--- src/rtl/riscv_pkg.sv ---
// Shared RV32M definitions: funct3 decode, sequencer state encoding and result constants.
package riscv_pkg;

  localparam int unsigned XLEN = 32;

  typedef enum logic [2:0] {
    MUL    = 3'd0,
    MULH   = 3'd1,
    MULHSU = 3'd2,
    MULHU  = 3'd3,
    DIV    = 3'd4,
    DIVU   = 3'd5,
    REM    = 3'd6,
    REMU   = 3'd7
  } m_func;

  typedef logic [1:0] muldiv_state_e;

  localparam muldiv_state_e ST_IDLE = 2'd0;
  localparam muldiv_state_e ST_MUL  = 2'd1;
  localparam muldiv_state_e ST_DIV  = 2'd2;
  localparam muldiv_state_e ST_DONE = 2'd3;

  localparam logic [XLEN-1:0] DIV0_Q  = '1;
  localparam logic [XLEN-1:0] INT_MIN = 32'h8000_0000;

endpackage

--- src/rtl/div_step.sv ---
// One restoring shift-subtract step on unsigned magnitudes: shifts the next dividend bit in.
module div_step
  import riscv_pkg::*;
(
  input  logic [XLEN-1:0] rem_in,
  input  logic [XLEN-1:0] quo_in,
  input  logic [XLEN-1:0] divisor,
  output logic [XLEN-1:0] rem_out,
  output logic [XLEN-1:0] quo_out
);

  logic [XLEN:0]   shifted;
  logic [XLEN-1:0] diff;
  logic            fits;

  // The difference always fits in XLEN bits whenever the subtraction is taken.
  assign shifted = {rem_in, quo_in[XLEN-1]};
  assign fits    = shifted >= {1'b0, divisor};
  assign diff    = shifted[XLEN-1:0] - divisor;
  assign rem_out = fits ? diff : shifted[XLEN-1:0];
  assign quo_out = {quo_in[XLEN-2:0], fits};

endmodule

--- src/rtl/muldiv_seq.sv ---
// RV32M multi-cycle multiply/divide sequencer with a one-deep response register.
// MULDIV_FASTPATH_EN: divide-by-zero and signed overflow skip the iterations.
module muldiv_seq
  import riscv_pkg::*;
#(
  parameter int unsigned MUL_CYCLES = 2
) (
  input  logic            clk,
  input  logic            reset,
  input  logic            req_valid,
  output logic            req_ready,
  input  logic [2:0]      req_func,
  input  logic [XLEN-1:0] req_rs1,
  input  logic [XLEN-1:0] req_rs2,
  input  logic [4:0]      req_rd,
  input  logic            flush,
  output logic            rsp_valid,
  input  logic            rsp_ready,
  output logic [XLEN-1:0] rsp_data,
  output logic [4:0]      rsp_rd,
  output logic            busy
);

  localparam logic [4:0] MUL_LAST = 5'(MUL_CYCLES - 1);
  localparam logic [4:0] DIV_LAST = 5'(XLEN - 1);

  muldiv_state_e   state_q, state_d;
  logic [4:0]      cnt_q;
  m_func           func_q;
  logic [XLEN-1:0] rs1_q, rs2_q;
  logic [4:0]      rd_q;
  logic [XLEN-1:0] rem_q, quo_q, dvsr_q;
  logic [XLEN-1:0] rem_nx, quo_nx;
  logic            accept, fast_c;

  assign req_ready = (state_q == ST_IDLE) && !flush;
  assign busy      = (state_q != ST_IDLE);
  assign accept    = req_valid && req_ready;

`ifdef MULDIV_FASTPATH_EN
  assign fast_c = req_func[2] && ((req_rs2 == '0) ||
                  (!req_func[0] && (req_rs1 == INT_MIN) && (req_rs2 == '1)));
`else
  assign fast_c = 1'b0;
`endif

  always_ff @(posedge clk) begin
    if (reset) state_q <= ST_IDLE;
    else       state_q <= state_d;
  end

  // Next state; flush overrides everything.
  always_comb begin
    state_d = state_q;
    case (state_q)
      ST_IDLE: if (accept) state_d = fast_c ? ST_DONE : (req_func[2] ? ST_DIV : ST_MUL);
      ST_MUL:  if (cnt_q == MUL_LAST) state_d = ST_DONE;
      ST_DIV:  if (cnt_q == DIV_LAST) state_d = ST_DONE;
      ST_DONE: if (rsp_valid && rsp_ready) state_d = ST_IDLE;
      default: state_d = ST_IDLE;
    endcase
    if (flush) state_d = ST_IDLE;
  end

  div_step u_div_step (
    .rem_in  (rem_q),
    .quo_in  (quo_q),
    .divisor (dvsr_q),
    .rem_out (rem_nx),
    .quo_out (quo_nx)
  );

  // Multiply: operand extension chosen by funct3.
  logic              s1_c, s2_c;
  logic [2*XLEN-1:0] op1_c, op2_c, prod_c;
  logic [XLEN-1:0]   mul_res_c;

  assign s1_c      = (func_q != MULHU);
  assign s2_c      = (func_q == MUL) || (func_q == MULH);
  assign op1_c     = {{XLEN{s1_c & rs1_q[XLEN-1]}}, rs1_q};
  assign op2_c     = {{XLEN{s2_c & rs2_q[XLEN-1]}}, rs2_q};
  assign prod_c    = op1_c * op2_c;
  assign mul_res_c = (func_q == MUL) ? prod_c[XLEN-1:0] : prod_c[2*XLEN-1:XLEN];

  // Divide sign fixup and RISC-V corner-case results.
  logic            sgn_c, neg1_c, neg2_c;
  logic [XLEN-1:0] q_fix_c, r_fix_c, div_res_c;

  assign sgn_c  = !func_q[0];
  assign neg1_c = sgn_c && rs1_q[XLEN-1];
  assign neg2_c = sgn_c && rs2_q[XLEN-1];

  always_comb begin
    q_fix_c = (neg1_c ^ neg2_c) ? -quo_q : quo_q;
    r_fix_c = neg1_c ? -rem_q : rem_q;
    if (rs2_q == '0) begin
      q_fix_c = DIV0_Q;
      r_fix_c = rs1_q;
    end else if (sgn_c && (rs1_q == INT_MIN) && (rs2_q == '1)) begin
      q_fix_c = INT_MIN;
      r_fix_c = '0;
    end
  end

  assign div_res_c = func_q[1] ? r_fix_c : q_fix_c;

  // Operand capture, iteration and response registers.
  always_ff @(posedge clk) begin
    if (reset) begin
      cnt_q     <= '0;
      func_q    <= MUL;
      rs1_q     <= '0;
      rs2_q     <= '0;
      rd_q      <= '0;
      rem_q     <= '0;
      quo_q     <= '0;
      dvsr_q    <= '0;
      rsp_valid <= 1'b0;
      rsp_data  <= '0;
      rsp_rd    <= '0;
    end else begin
      if (accept) begin
        func_q <= m_func'(req_func);
        rs1_q  <= req_rs1;
        rs2_q  <= req_rs2;
        rd_q   <= req_rd;
        cnt_q  <= '0;
        rem_q  <= '0;
        quo_q  <= (!req_func[0] && req_rs1[XLEN-1]) ? -req_rs1 : req_rs1;
        dvsr_q <= (!req_func[0] && req_rs2[XLEN-1]) ? -req_rs2 : req_rs2;
      end else if ((state_q == ST_MUL) || (state_q == ST_DIV)) begin
        cnt_q <= cnt_q + 5'd1;
      end
      if (state_q == ST_DIV) begin
        rem_q <= rem_nx;
        quo_q <= quo_nx;
      end
      if (flush) begin
        rsp_valid <= 1'b0;
      end else if ((state_q == ST_MUL) && (state_d == ST_DONE)) begin
        rsp_valid <= 1'b1;
        rsp_data  <= mul_res_c;
        rsp_rd    <= rd_q;
      end else if ((state_q == ST_DONE) && !rsp_valid) begin
        rsp_valid <= 1'b1;
        rsp_data  <= div_res_c;
        rsp_rd    <= rd_q;
      end else if (rsp_valid && rsp_ready) begin
        rsp_valid <= 1'b0;
      end
    end
  end

endmodule

--- config.mk ---
export PLATFORM = sky130hd
export DESIGN_NAME = muldiv_seq
export DESIGN_NICKNAME = d
export VERILOG_FILES = /design/src/rtl/riscv_pkg.sv /design/src/rtl/div_step.sv /design/src/rtl/muldiv_seq.sv
export SDC_FILE = /design/constraint.sdc
export NUM_CORES = 2
export LEC_CHECK = 0
export CAP_MARGIN = 5
export CORE_MARGIN = 10
export CORE_UTILIZATION = 44
export CTS_CLUSTER_DIAMETER = 120
export DETAILED_ROUTE_END_ITERATION = 10
export PLACE_DENSITY_LB_ADDON = 0.15
export RECOVER_POWER = 50
export SETUP_SLACK_MARGIN = 0.1
export SYNTH_ARGS = -nofsm -noshare
export SYNTH_HDL_FRONTEND = slang
export SYNTH_SLANG_ARGS = --single-unit
--- constraint.sdc ---
create_clock -name clk -period 9.4 [get_ports clk]
set_clock_uncertainty 0.1 [all_clocks]
set_input_delay 0.94 -clock clk [delete_from_list [all_inputs] [get_ports clk]]
set_output_delay 0.94 -clock clk [all_outputs]
set_load 0.01 [all_outputs]
-- Word level (Yosys, flattened, before mapping)
Index checks and enable logic that the tools add are counted.
- bits in registers: 213
- bits in latches: 0
- RAM bits: 0
- bits in read-only memories: 0
- output and inout bits: 40
- word-level logic and storage cells: 90
- memories: 0
- add/subtract/negate cells: 6
- $mul: 1
- div/mod/pow operators: 0
- order comparisons: 1
- eq/ne operators: 10
- shift-type cells: 0
- mux-type cells: 29
- bitwise logic cells: 4
- reductions and logical operators: 27
- operators by type and width (kind ; count):
    $mux 32 ; 17
    $neg 32->32 ; 4
    $eq 32x32->1 const B ; 2
    $mul 33x33->64 ; 1
    $ge 33x32->1 ; 1
    $logic_not 32->1 ; 1
    $sub 32x32->32 ; 1
    $mux 2 ; 6
    $logic_and 1x1->1 ; 11
    $mux 5 ; 2
    $pmux 2 s4 ; 1
    $eq 2x2->1 const B ; 3
    $reduce_bool 2->1 ; 3
    $add 5x1->5 const B ; 1
    $eq 5x1->1 const B ; 1
    $eq 5x5->1 const B ; 1
    $logic_not 1->1 ; 4
    $reduce_or 2->1 ; 2
    $eq 3x1->1 const B ; 1
    $logic_not 3->1 ; 1
    $mux 1 ; 3
    $ne 3x2->1 const B ; 1
    $reduce_bool 3->1 ; 1
    $and 1x1->1 ; 2
    other kinds (6) ; 7

-- Depth between registers and ports, before layout
- word-level depth: 10
- mapped depth: 33

-- Cells and area by module
From an unflattened synthesis, not the netlist that was laid out.
- cells, all modules: 6357
- area total of the unflattened synthesis: 52850.7 um^2
- by module, submodules not included (module ; instances ; cells an instance ; area an instance (um^2) ; seq. area each (um^2)):
    muldiv_seq ; 1 ; 6002 ; 50279.5 ; 4244.1
    div_step ; 1 ; 355 ; 2571.2 ; 0.0

-- Worst setup path before layout
Ideal clock, no wire load.
- kind: flip-flop to flip-flop
- start: register func_q[0]
- end: register rsp_data[29]
- arrival time: 8.111 ns
- required time: 9.177 ns
- slack: 1.066 ns
- cell stages (with the launch flop): 29
- path buffers: 4
- path through: dfxtp_1 > clkbuf_1 > nand3b_1 > clkbuf_1 > and2_0 > clkbuf_1 > nand2_1 > fa_1 > fa_1 > inv_1 > fa_1 > inv_1 > fa_1 > inv_1 > fa_1 > fa_1 > fa_1 > inv_1 > fa_1 > inv_1 > ha_1 > clkbuf_1 > a21o_1 > a21o_1 > a221o_1 > a31oi_1 > nor4_1 > nor4_1 > o2bb2ai_1
- longest elaborated chain between the ends: 9
- RTL lines (what ; line ; text):
    start, declared ; muldiv_seq.sv:29 ; m_func func_q;
    start signal, assigned ; muldiv_seq.sv:123 ; func_q <= m_func'(req_func);
    parallel branches: the longest is 8 deep, another holds $mul 33x33->64 ; - ;
    $mux 32 (*) ; muldiv_seq.sv:140 ; end else if ((state_q == ST_MUL) && (state_d == ST_DONE)) begin
    end signal, assigned ; muldiv_seq.sv:142 ; rsp_data <= mul_res_c;
    end signal, assigned ; muldiv_seq.sv:146 ; rsp_data <= div_res_c;
    end, declared ; muldiv_seq.sv:19 ; output logic [XLEN-1:0] rsp_data,
Every way passes the cells marked *. The select of a mux whose other input is x is not followed.
A chain may end at the register's enable or synchronous reset.

-- Final worst setup path
- start: register rs1_q[5]
- end: register rsp_data[14]
- longest elaborated chain between the ends: 8
- RTL lines (what ; line ; text):
    start, declared ; muldiv_seq.sv:30 ; logic [XLEN-1:0] rs1_q, rs2_q;
    start signal, assigned ; muldiv_seq.sv:124 ; rs1_q <= req_rs1;
    parallel branches: the longest is 7 deep, another holds $mul 33x33->64 ; - ;
    $mux 32 (*) ; muldiv_seq.sv:140 ;
Marked as above.

==> summary.txt <==
IO Count = 117
Fraction of layout cells with a size suffix above 1 = 4.27%
# rows = 126
CTS Buffer Depth = 3
Crit path to = rsp_data[14]$_SDFFE_PP0P_
Pwr Total = 4.10 mW
Fin. Hold Viols = 0
RSZ-0062 raised after global routing = false
Initial Utilization = 44.2%
DRT antenna net count = 0
Syn Inst Count = 6217
R2r startpoint = rs1_q[5]$_SDFFE_PP0P_
Peak VDD IR = 0.000147 V
Vias in the first global route = 43545
Post-DP Area = 54900 sq um
DR vias = 42028
IO Port Bufs = 116
Post-synth EDFFs = 0
Leakage power = 26.2 nW
CTS clk-pin slew, worst paths = 70 ps
Gr usage total = 26.7%
Setup TNS = 0 ps
Slowest cell on the critical path = dfxtp_1
Via density = 5.48
Ys Warns = 0
Async S/R FF share, synth = 0%
Post-CTS Hold Fix Bufs = 0
Most frequent cells in the layout = inv_1, fa_1, nand2_1
First-pass GRT wire length = 271000 um
Max frequency = 110 MHz
Critical path launch point = rs1_q[5]$_SDFFE_PP0P_
Hold slack final = 355 ps
Worst EP arrival = 9500 ps
CP peak stage delay = 1150 ps
Cells on worst reg2reg path = 23
#FFs+latches synth = 212
Internal reg-to-reg setup slack = 330 ps
Fillers = 11703
Post-Synthesis Net Count = 7676
Maxcap violations = 5
Status = complete, but fails checks
H-tree depth = 1
Quantity of gates resized following cts = 0
Minimum clock period after layout = 9070 ps
CTS Sinks = 212
Initial antenna violation count = 16
Clock latency on the worst-skew pair = 610 ps
Worst path required time = 9820 ps
CP Depth = 23
Avg Cell Area, Syn = 8.36 sq um
Pins Over Slew Limit = 278
Post-layout net count = 7570
Sequential element share of the synthesized area = 8.17%
Crit-path leading delay family = adder cells
Grt total ovfl = 0
PwrDens = 73.3 nW/um^2
Critical path type = reg -> reg
Worst setup EP type = flop
Worst path most repeated cell = fa_1
Worst-margin pin slew = 3680 ps
Worst R2R End = rsp_data[14]$_SDFFE_PP0P_
Top_reg_cell synth = dfxtp_1
Most common cell after layout, fill and taps aside = inv_1
Cells along the critical path = buf_4, nand2_1, fa_1, fa_1, fa_1, inv_1, fa_1, inv_1, fa_1, fa_1, fa_1, inv_1, fa_1, ha_1, nand2_1, o311ai_0, o211ai_1, a211oi_1, buf_4, nor2_1, xnor2_1, a21oi_1, o22ai_1
Final core utilization = 47.5%
Design area = 55900 sq um
Root Driver = clkbuf_16
Core Area = 118000 sq um
Die area = 132000 sq um
Slew HR = -145%
CTS tree = done
Die W = 364 um
Failing checks = max-capacitance violations, max-slew violations
Area Overhead vs Synth = 7.53%
Die Height = 364 um
Tightest Hold Check Type = reg -> reg
CP Buf/Inv Count = 5
Residual DRC count = 0
GPL Wtd Cong = 0.980
Synth unique cells = 82
Pre-antenna DRT Iters = 6
CP max FO = 19
Startpoint types = flop
Largest net degree at the start of global routing = 74
Hpwl dp = 144000 um
Final Cycle Share = 96.5%
Final setup vio count = 0
Synthesized area = 52000 sq um
Avg WL per Cell = 22.8 um
CTS buffer count = 28
Initial DRC count = 3645
Post-CTS setup buffer count = 0
Total Wirelength = 175000 um
## stage by stage
| stage | cells | setup WS, ps |
|---|---|---|
| after global routing | 7668 | 141 |
| after detailed placement | 7617 | 519 |
| after CTS | 7668 | 468 |
| after global placement | 7617 | 548 |
| final | 7669 | 328 |
| after floorplan | 6217 | 1070 |
## synth_stat cells (all sizes together) (16+ instances only)
cell	count	area [sq um]
o21ai	165	826
and3	25	156
or3	23	149
a221oi	17	161
o31ai	24	180
buf	38	201
a22oi	16	120
a31oi	24	150
or4	16	120
dfxtp	212	4240
a211oi	63	473
nand2	1113	4180
xor2	88	771
a21o	56	420
a21oi	284	1430
nor3	52	277
nand3	36	180
and2	277	1730
ha	256	3200
xnor2	120	1050
inv	1261	4730
nand4	29	181
mux2i	24	240
nor2	258	968
fa	1126	22500
nor4	38	263
clkbuf	378	1420
## power by group
group	total [mW]	switching (mW)	internal [mW]
Combinational	1.86	1.20	0.658
Sequential	1.05	0.114	0.938
Clock	1.19	0.496	0.693
## cell families after synthesis
group / synth area share, %
buf+inv: 12.2
compound gates: 9.35
fa+ha+maj: 49.5
mux: 0.505
simple gates: 16.7
xor+xnor: 3.50
flops: 8.17
## layout make-up
class	instances	area (sq um)	share of cell area (%)
multi-input cells	4328	41400	74.1
inverters	1261	4730	8.47
repair buffers	280	2580	4.61
well taps	1536	1920	3.44
clock inverters	16	225	0.403
clock buffers	35	767	1.37
diodes	1	2.50	0.00448
flip-flops and latches	212	4260	7.62
## how the worst min path moves through the flow
stage | slack [ps] | cells past startpoint | from | end
after global routing | 380 | 2 | rd_q[1]$_SDFFE_PP0P_ | rsp_rd[1]$_SDFFE_PP0P_
after detailed placement | 340 | 2 | rd_q[1]$_SDFFE_PP0P_ | rsp_rd[1]$_SDFFE_PP0P_
final | 360 | 2 | rsp_rd[1]$_SDFFE_PP0P_ | rsp_rd[1]$_SDFFE_PP0P_
after global placement | 340 | 2 | rd_q[0]$_SDFFE_PP0P_ | rsp_rd[0]$_SDFFE_PP0P_
after floorplan | 330 | 2 | rd_q[0]$_SDFFE_PP0P_ | rsp_rd[0]$_SDFFE_PP0P_
after CTS | 350 | 2 | rd_q[1]$_SDFFE_PP0P_ | rsp_rd[1]$_SDFFE_PP0P_
## registers in the layout (all words and copies together) (netlist names)
register	cells
rd_q	5
quo_q	32
rsp_valid	1
rem_q	32
rsp_rd	5
func_q	3
dvsr_q	31
rsp_data	32
cnt_q	5
rs2_q	32
rs1_q	32
state_q	2
## worst reg2reg max path: cells and delay by family, from the launching register on
family	cells	cell delay, ps
compound gates	5	1850
flops	1	1150
buf+inv	5	810
fa+ha+maj	9	4310
xor+xnor	1	430
simple gates	3	350
## per-layer routing
| layer | vias to the layer above | global-route usage [%] | share of wire [%] |
|---|---|---|---|
| met2 | 1609 | 42.4 | 45 |
| li1 | 18605 | - | - |
| met3 | 243 | 3.70 | 7.7 |
| met5 | - | 0 | 0.026 |
| met1 | 21565 | 38.2 | 44 |
| met4 | 6 | 7.06 | 3.1 |
Note: power is estimated with default switching activity, not from simulation.
